==> config.mk <==
export PLATFORM = sky130hd
export DESIGN_NAME = alu_rf_sequencer
export DESIGN_NICKNAME = d
export VERILOG_FILES = /design/src/rtl/alu_rf_sequencer_pkg.sv /design/src/rtl/alu_rf_sequencer.sv
export SDC_FILE = /design/constraint.sdc
export NUM_CORES = 1
export LEC_CHECK = 0
export ABC_AREA = 1
export CORE_MARGIN = 5
export CORE_UTILIZATION = 45
export DETAILED_ROUTE_END_ITERATION = 10
export GPL_TIMING_DRIVEN = 0
export PLACE_DENSITY = 0.91
export RECOVER_POWER = 50
export SYNTH_ARGS = -nofsm -noshare
export SYNTH_HDL_FRONTEND = slang
export SYNTH_SLANG_ARGS = --single-unit
export TNS_END_PERCENT = 5
==> constraint.sdc <==
create_clock -name clk -period 1.57 [get_ports clk]
set_clock_uncertainty 0.15 [all_clocks]
set_input_delay 0.2355 -clock clk [delete_from_list [all_inputs] [get_ports clk]]
set_output_delay 0.2355 -clock clk [all_outputs]
set_load 0.01 [all_outputs]
==> src/rtl/alu_rf_sequencer_pkg.sv <==
// Shared encodings for the ALU/register-file instruction sequencer:
// ALU opcodes, instruction kinds and sequencer FSM states.
package alu_rf_sequencer_pkg;

   // ALU opcode encoding presented on alu_opcode
   typedef enum logic [2:0] {
      OP_ADD    = 3'd0,
      OP_SUB    = 3'd1,
      OP_SUB_A  = 3'd2,
      OP_OR     = 3'd3,
      OP_AND    = 3'd4,
      OP_NOT_AB = 3'd5,
      OP_XOR    = 3'd6,
      OP_XNOR   = 3'd7
   } alu_op_e;

   // Instruction kind carried on instr_kind
   typedef enum logic {
      KIND_ALU  = 1'b0,
      KIND_LOAD = 1'b1
   } instr_kind_e;

   // Sequencer states: one instruction walks IDLE -> READ -> EXEC -> WRITE
   typedef enum logic [1:0] {
      ST_IDLE  = 2'd0,
      ST_READ  = 2'd1,
      ST_EXEC  = 2'd2,
      ST_WRITE = 2'd3
   } state_e;

endpackage

==> src/rtl/alu_rf_sequencer.sv <==
// Instruction-driven master for the 8-bit ALU + register-file datapath.
// Accepts one instruction at a time, drives register-file read addresses and
// the ALU opcode/carry, captures the ALU result (or an immediate), writes it
// back and reports it on a registered result port. Carry/zero flags are kept
// so multi-byte arithmetic can be chained with use_carry.
module alu_rf_sequencer
   import alu_rf_sequencer_pkg::*;
#(
   parameter int DATA_W = 8,
   parameter int ADDR_W = 3
) (
   input  logic              clk,
   input  logic              rst_n,
   input  logic              instr_valid,
   output logic              instr_ready,
   input  logic              instr_kind,
   input  logic [2:0]        instr_opcode,
   input  logic              instr_cin,
   input  logic              instr_use_carry,
   input  logic [ADDR_W-1:0] instr_rd,
   input  logic [ADDR_W-1:0] instr_rs1,
   input  logic [ADDR_W-1:0] instr_rs2,
   input  logic [DATA_W-1:0] instr_imm,
   output logic [ADDR_W-1:0] rf_read_addr_1,
   output logic [ADDR_W-1:0] rf_read_addr_2,
   output logic [ADDR_W-1:0] rf_write_addr,
   output logic              rf_write_enable,
   output logic [DATA_W-1:0] rf_data_in,
   output logic [2:0]        alu_opcode,
   output logic              alu_c_in,
   input  logic [DATA_W:0]   alu_out,
   output logic              res_valid,
   output logic [DATA_W:0]   res_data,
   output logic              carry_flag,
   output logic              zero_flag
);

   state_e              state;
   state_e              state_nxt;
   logic                accept;
   instr_kind_e         lat_kind;
   logic [ADDR_W-1:0]   lat_rd;
   logic [DATA_W-1:0]   lat_imm;
   logic [DATA_W:0]     result;

   assign accept = instr_valid && (state == ST_IDLE);

   // Write-back data always reflects the captured result; it only changes
   // in EXEC, so it is stable through WRITE and holds afterwards.
   assign rf_data_in = result[DATA_W-1:0];

   // State register
   always_ff @(posedge clk or negedge rst_n) begin
      if (!rst_n) begin
         state <= ST_IDLE;
      end else begin
         state <= state_nxt;
      end
   end

   // Next-state and state-decoded outputs (ready, write strobe)
   always_comb begin
      state_nxt       = state;
      instr_ready     = 1'b0;
      rf_write_enable = 1'b0;
      case (state)
         ST_IDLE: begin
            instr_ready = 1'b1;
            if (instr_valid) begin
               state_nxt = ST_READ;
            end
         end
         ST_READ: begin
            state_nxt = ST_EXEC;
         end
         ST_EXEC: begin
            state_nxt = ST_WRITE;
         end
         ST_WRITE: begin
            rf_write_enable = 1'b1;
            state_nxt       = ST_IDLE;
         end
         default: begin
            state_nxt = ST_IDLE;
         end
      endcase
   end

   // Latch the instruction on the accept edge; read addresses, opcode and
   // carry-in are registered here so they are valid throughout READ and EXEC
   // and hold their values while idle. The carry choice is resolved now, so
   // use_carry sees the flags of the previously completed instruction.
   always_ff @(posedge clk or negedge rst_n) begin
      if (!rst_n) begin
         rf_read_addr_1 <= '0;
         rf_read_addr_2 <= '0;
         alu_opcode     <= '0;
         alu_c_in       <= 1'b0;
         lat_kind       <= KIND_ALU;
         lat_rd         <= '0;
         lat_imm        <= '0;
      end else if (accept) begin
         rf_read_addr_1 <= instr_rs1;
         rf_read_addr_2 <= instr_rs2;
         alu_opcode     <= instr_opcode;
         alu_c_in       <= instr_use_carry ? carry_flag : instr_cin;
         lat_kind       <= instr_kind_e'(instr_kind);
         lat_rd         <= instr_rd;
         lat_imm        <= instr_imm;
      end
   end

   // Capture the ALU output (or zero-extended immediate) and the write
   // address at the end of EXEC, ready for the WRITE cycle.
   always_ff @(posedge clk or negedge rst_n) begin
      if (!rst_n) begin
         result        <= '0;
         rf_write_addr <= '0;
      end else if (state == ST_EXEC) begin
         if (lat_kind == KIND_LOAD) begin
            result <= {1'b0, lat_imm};
         end else begin
            result <= alu_out;
         end
         rf_write_addr <= lat_rd;
      end
   end

   // Result report and flag update on the write edge; res_valid is a
   // one-cycle pulse in the cycle following WRITE.
   always_ff @(posedge clk or negedge rst_n) begin
      if (!rst_n) begin
         res_valid  <= 1'b0;
         res_data   <= '0;
         carry_flag <= 1'b0;
         zero_flag  <= 1'b0;
      end else begin
         res_valid <= (state == ST_WRITE);
         if (state == ST_WRITE) begin
            res_data  <= result;
            zero_flag <= (result[DATA_W-1:0] == '0);
            if (lat_kind == KIND_ALU) begin
               carry_flag <= result[DATA_W];
            end
         end
      end
   end

endmodule

Word-level counts from Yosys, hierarchy flattened --
Index checks and enable logic that the tools add are counted.
Operators by class: multiplexer cells 6, bitwise logic cells 1, reductions and logical operators 4, eq/ne operators 4
Operators with widths (number):
- two-way mux 9 bit | 1
- logical NOT 8 bit | 1
- case mux 2 bit (4 select lines) | 1
- == test 2 bit (second input constant) | 2
- two-way mux 1 bit | 3
- == test 2 x 1 -> 1 bit (second input constant) | 1
- logical NOT 2 bit | 1
- two-way mux 2 bit | 1
- inequality test 2 bit (second input constant) | 1
- AND reduction 2 bit | 1
- logical AND 1 bit | 1
- NOT 1 bit | 1
Word-level totals: register bits 48, logic and storage cells 29, input port bits 35, output and inout bits 35

Logic depth before layout (Yosys ltp) --
Gate-level depths: netlist of run 1.
depth after elaboration 2, depth in mapped cells 7, mapped depth without buffers 6

Least setup slack after synthesis of run 1 --
OpenSTA, ideal clock, no wires.
path kind register to register, start point register state[0], end point register rf_write_addr[1], arrival time 1087 ps, setup time 125 ps, data required time 1295 ps, stages on the path, launching flop included 5, path buffers 1, path slack 207 ps, clock period less this slack 1363 ps, cells stage by stage dfrtp_1 inv_1 ha_1 buf_6 mux2_4
Between the ends: cells in the longest elaborated chain, start to end 1
RTL lines:
- start, declared | line alu_rf_sequencer.sv:38 | state_e state;
- start signal, assigned | line alu_rf_sequencer.sv:57 | state <= state_nxt;
- == test 2 bit | line alu_rf_sequencer.sv:119 | end else if (state == ST_EXEC) begin
- end signal, assigned | line alu_rf_sequencer.sv:125 | rf_write_addr <= lat_rd;
- end, declared | line alu_rf_sequencer.sv:26 | output logic [ADDR_W-1:0] rf_write_addr,
Every way passes these cells. A chain may end at the register's enable or synchronous reset.

Worst setup path after layout of run 1 --
start point register state[1], end point output port rf_write_enable
Between the ends: cells in the longest elaborated chain, start to end 2
RTL lines:
- == test 2 bit | line alu_rf_sequencer.sv:66 | case (state)
- two-way mux 1 bit | line alu_rf_sequencer.sv:66
- end, declared | line alu_rf_sequencer.sv:27 | output logic rf_write_enable,
Every way passes these cells.

==> impl_metrics.tcl, run 1 <==
set metrics [dict create \
    syn_area_um2 2020 \
    hold_path.class "primary input to asynchronous set/reset pin" \
    maxCapViolCount 0 \
    tightest_slew_ns 0.626 \
    diodes 0 \
    area_delta_synth_final_pct 43.4 \
    worst_r2r_path_depth 4 \
    drive_gt1_share_pct 17.2 \
    seqCellArea_um2 1200 \
    arrival_ns 1.15 \
    antenna_found_initial 0 \
    ys_types 20 \
    slew_violations 0 \
    routed_wirelength_mm 4.76 \
    cts_made_buffers 5 \
    ys_warn_count 0 \
    start_util_pct 46.5 \
    worst_setup_path_start_kind "flop" \
    clockRootBuffer "clkbuf_8" \
    cp.required_ns 1.18 \
    final_antenna_net_count 0 \
    grt.total_usage_pct 16.4 \
    ir_drop_mv 0.905 \
    cts.sinks 48 \
    layout.nets 340 \
    cts_tree "yes" \
    syn_nets 255 \
    wl_met3_um 410 \
    h-tree-depth 2 \
    fp.dieH_um 77.1 \
    hold_viol 0 \
    fin_util_pct 66.7 \
    multi_input_area_um2 651 \
    finalPower_mw 5.55 \
    avgSynthCellArea_um2 9.33 \
    dr_wl_met2_mm 2.45 \
    synth_cells 217 \
    dp_hpwl_mm 3.56 \
    ios 70 \
    status "finished clean" \
    pwr-share-comb_pct 49.5 \
    p_int_mw 3.48 \
    seq_area_frac_synth_pct 59.3 \
    leakagePower_nw 1.51 \
    p_switching_mw 2.07 \
    switching_share_pct 37.3 \
    via_per_inst 4.73 \
    clock_path_buffers 2 \
    routed.top_layer "met4" \
    rsz0062_at_grt "yes" \
    fmax_ghz 0.653 \
    clk_pin_slew_worst_paths_ns 0.08 \
    fillers 357 \
    die_x_um 77.1 \
    crit_type "flop to output pin" \
    place.gp.congestion 0.810 \
    yosys-top-cells-area "dfrtp_1 59%, nand2_1 16%, buf_4 3.3%" \
    fin_crit_ns 1.53 \
    grt-ovfl-total 0 \
    io_buffers 69 \
    p_seq_share_pct 38.1 \
    insertion_delay_ns 0.30 \
    core_area_um2 4350 \
    relSlewSlack_pct 58.3 \
    drc_errors 0 \
    powerDensity_nw_per_um2 1910 \
    route.vias.total 1674 \
    drt-met1-wl_mm 1.84 \
    grt_pass1_wl_mm 7.75 \
    die_area_um2 5940 \
    cp_max_fo 3 \
    synth_top_area_share_pct 59.3 \
    grt_pass1_vias 1719 \
    whs_ns 0.308 \
    synth_top_area_cell "dfrtp_1" \
    rows 24 \
    grt_max_degree 38 \
    fin_crit_sh_pct 97.5 \
    endpoint_kind "output pin" \
    drtIter0Drc 72 \
    final-setup-viol-count 0 \
    detail_route.wl_per_cell_um 13.4 \
    pwr-share-clk_pct 12.5 \
    first_pass_iters 5 \
    synth_seq_cells 48 \
]
==> routing by layer <==
layer,vias to the layer above,GRT usage (%)
met5,-,0
met4,0,5.15
met3,8,7.14
met2,52,29.4
met1,774,17.2
li1,840,-
==> Yosys cell counts, drive strengths merged <==
cell type and n:
a31oi 2, inv 14, ha 3, mux2 3, dfrtp 48, a21oi 4, o21a 1, nand3 1
o22ai 6, buf 17, o21ai 15, nor2 15, nand2 88
==> what timing repair did <==
action / 4_1_cts / 5_1_grt
setup buffers: 4 / 3
endpoints found under the hold margin: 48 / 0
hold buffers: 1 / 0
setup endpoints to repair: 34 / 5
gates resized for setup: 44 / 3
pin swaps: 2 / 1
==> state kept, by name, indices dropped and copies added (netlist names), 2 cells and up <==
name and flops:
lat_rd 3, res_data 9, rf_read_addr_1 3, result 9, state 2, rf_write_addr 3
rf_read_addr_2 3, lat_imm 8, alu_opcode 3
==> path summary, 6_finish.rpt <==
kind / from / slack, ns / to
setup / recovery: state[1] / 0.04 / rf_write_enable
hold / removal: rst_n / 0.31 / res_data[8]
setup reg to reg: state[1] / 0.04 / rf_write_addr[1]
hold reg to reg: rf_read_addr_2[0] / 0.33 / rf_read_addr_2[0]
max in group asynchronous: rst_n / 0.23 / result[7]
min in group clk: instr_rd[1] / 0.31 / lat_rd[1]
==> placed cells by master (no fill, tap or decap), types with 2 or more instances in the layout <==
master,instances
clkbuf_8,5
buf_6,7
inv_2,4
ha_4,2
clkdlybuf4s50_1,33
o21ai_0,10
inv_1,9
clkbuf_1,2
buf_2,3
o21ai_1,4
dlygate4sd2_1,25
o22ai_1,6
dfrtp_1,48
a21oi_1,4
mux2_2,2
a31oi_1,2
buf_4,23
nor2_1,15
nand2_1,87
==> worst max-delay path, stage by stage, from the launching register on <==
cell,delay (ns)
dfrtp_1,0.41
buf_4,0.16
ha_4,0.15
buf_2,0.13
==> logic make-up after synthesis <==
kind of cell | Yosys count | share of synthesized area, %
adders and majority gates | 3 | 1.85
and+or+nand+nor | 104 | 19.5
buffers and inverters | 31 | 9.76
DFF | 48 | 59.3
AOI/OAI and AO/OA | 28 | 7.73
muxes | 3 | 1.85
==> final cells by class <==
type                            instances  share of cell area, %
Buffer                                 17                   5.00
Clock buffer                            6                   2.50
Clock inverter                          1                  0.172
Inverter                               14                   1.90
Multi-Input combinational cell        138                   22.4
Sequential cell                        48                   41.4
Tap cell                               52                   2.24
Timing Repair Buffer                   78                   24.4
==> power by group through the flow <==
stage | Combinational [mW] | Sequential, mW | Clock [mW]
global route | 3.05 | 2.18 | 0.763
detailed placement | 2.82 | 2.16 | 0
global placement | 2.72 | 2.12 | 0
finish | 2.75 | 2.11 | 0.692
floorplan | 1.46 | 2.23 | 0
CTS | 2.71 | 2.12 | 0.702
==> stage by stage <==
stage                     setup TNS, ns  cells  worst slack [ns]  instance area (um2)
after CTS                       -0.0330    351           -0.0330                 2890
after floorplan                       0    217             0.207                 2020
final                                 0    354            0.0390                 2900
after global routing           -0.00408    354          -0.00408                 2900
after detailed placement         -0.233    339            -0.148                 2800
after global placement           -53.93    338             -1.12                 2780
Power figures use the tool's default switching activity.
==> inputs of run 2 (changes only) <==
Settings changed: HOLD_SLACK_MARGIN set to 0.1.
==> results of run 2 <==
No change in the layout: final DEF, timing and power equal those of run 1.
==> inputs of run 3 (changes only) <==
--- a/config.mk
+++ b/config.mk
@@ -7,4 +7,5 @@
 export LEC_CHECK = 0
 export ABC_AREA = 1
+export CAP_MARGIN = 20
 export CORE_MARGIN = 5
 export CORE_UTILIZATION = 45
--- a/constraint.sdc
+++ b/constraint.sdc
@@ -3,3 +3,3 @@
 set_input_delay 0.2355 -clock clk [delete_from_list [all_inputs] [get_ports clk]]
 set_output_delay 0.2355 -clock clk [all_outputs]
-set_load 0.01 [all_outputs]
+set_load 0.1 [all_outputs]
==> run 3 against run 2 <==
Clock-buffer cell count unchanged; first-iteration DRC count rose by 31%; register-to-register slack gained 0.04 ns; maximum frequency is 1.9% lower; via count shrank 1.3%; global-route usage is 0.20 points lower; sequential cell count unchanged; sequential share of layout area up 1.7 points; core utilization down 2.7 points; critical path depth did not move; cell count is 2.0% lower; non-clock buffer count is 7 lower; critical endpoint is now instr_ready.
==> impl_metrics.tcl, run 3 (same netlist as run 1, synthesis figures left out) <==
set metrics [dict create \
    status "finished clean" \
    grt_pass1_vias 1715 \
    arrival_ns 1.17 \
    clock_path_buffers 2 \
    h-tree-depth 2 \
    maxCapViolCount 0 \
    mostFrequentLayoutCells "87 x nand2_1, 48 x dfrtp_1, 33 x clkdlybuf4s50_1" \
    cp_max_fo 4 \
    grt.total_usage_pct 16.2 \
    grt_pass1_wl_mm 7.76 \
    die_x_um 77.1 \
    fmax_ghz 0.641 \
    clockRootBuffer "clkbuf_8" \
    placed_area_um2 2810 \
    grt-ovfl-total 0 \
    fin_util_pct 64.0 \
    relSlewSlack_pct 66.7 \
    reg.largest.list "res_data: 9 flops, result: 9 flops, lat_imm: 8 flops" \
    rows 24 \
    area_delta_synth_final_pct 37.6 \
    insertion_delay_ns 0.29 \
    cts.sinks 48 \
    clk_pin_slew_worst_paths_ns 0.08 \
    ios 70 \
    drtIter0Drc 94 \
    layout.nets 333 \
    fp.dieH_um 77.1 \
    fin_crit_ns 1.56 \
    hold_viol 0 \
    cts_made_buffers 5 \
    final_antenna_net_count 0 \
    cp_top_family "flip-flops" \
    crit_chain "inv_2 > ha_4 > buf_12" \
    grt_max_degree 29 \
    postCtsSetupBuffers 0 \
    routed_wirelength_mm 4.55 \
    cts_tree "yes" \
    place.gp.congestion 0.762 \
    die_area_um2 5940 \
    rsz0062_at_grt "yes" \
    final-setup-viol-count 0 \
    slowest_stage "dfrtp_1" \
    worst_setup_path_start_kind "flop" \
    diodes 0 \
    setup_tns_ns 0 \
    via_per_inst 4.76 \
    slew_violations 0 \
    fin_crit_sh_pct 99.4 \
    whs_ns 0.296 \
    max_stage_delay_ns 0.45 \
    drive_gt1_share_pct 24.7 \
    final_common_cell "nand2_1" \
    drc_errors 0 \
    path_buf_inv 2 \
    crit_type "flop to output pin" \
    detail_route.wl_per_cell_um 13.1 \
    final_area_um2 2790 \
    tightest_slew_ns 0.500 \
    antenna_found_initial 0 \
    io_buffers 69 \
    endpoint_kind "output pin" \
    route.vias.total 1652 \
    dp_hpwl_mm 3.49 \
    cp.required_ns 1.18 \
    first_pass_iters 5 \
    start_util_pct 46.5 \
    core_area_um2 4350 \
    hold_path.class "primary input to asynchronous set/reset pin" \
]
## run 3: cell types whose count changed in the layout (fill, tap and decap cells not counted)
cell and delta:
buf_2 +25, dlygate4sd2_1 -25, buf_6 -1, clkdlybuf4s15_2 -1, inv_4 -1, clkbuf_1 -1
dlymetal6s2s_1 -1, ha_2 +1, buf_12 +3, buf_4 -6, inv_2 +1, ha_1 -1
## run 3: what timing repair did
action,4_1_cts,5_1_grt
hold endpoints to repair,20,0
setup endpoints to repair,35,5
hold buffers,1,0
gates resized for setup,169,10
## run 3: cell type report
cell class,instances,area (um2)
clock inverters,1,5.00
clock buffers,6,72.6
inverters,14,52.6
repair buffers,71,591
plain buffers,17,145
well taps,52,65.1
flip-flops and latches,48,1200
multi-input cells,138,653
fillers,370,1570
## run 3: metrics by stage
stage | std cells | setup slack, ns
after floorplan | 217 | -0.0603
after global placement | 338 | -1.17
after detailed placement | 339 | -0.645
after CTS | 347 | -0.108
after global routing | 347 | -0.0388
final | 347 | 0.00959
## run 3: worst register-to-register path, delay by kind of cell (launching register included)
kind	cells	cell delay [ns]
flip-flops	1	0.42
multiplexers	1	0.29
buffers and inverters	2	0.27
adder cells (fa/ha/maj)	1	0.25
## run 3: worst paths after layout
check / slack [ns] / endpoint / startpoint / depth (start not counted)
min reg2reg: 0.33 / alu_opcode[2] / alu_opcode[2] / 2
max reg2reg: 0.08 / rf_write_addr[1] / state[0] / 4
min in group clk: 0.32 / lat_imm[5] / instr_imm[5] / 3
min: 0.30 / res_data[2] / rst_n / 2
max in group asynchronous: 0.46 / res_data[6] / rst_n / 3
max: 0.01 / instr_ready / state[1] / 3
## run 3: routing by layer
layer	global-route usage (%)	wire length, um	vias to the layer above	part of all wire, %
met1	17.8	1810	755	40
li1	-	-	827	-
met3	7.38	429	6	9.4
met2	27.7	2260	64	50
met4	5.33	52	0	1.1
met5	0	0	-	0
Power of run 3 is left out: the tool's default activity adds up to more than one toggle a clock period on the data nets, which glitch-free logic cannot reach.
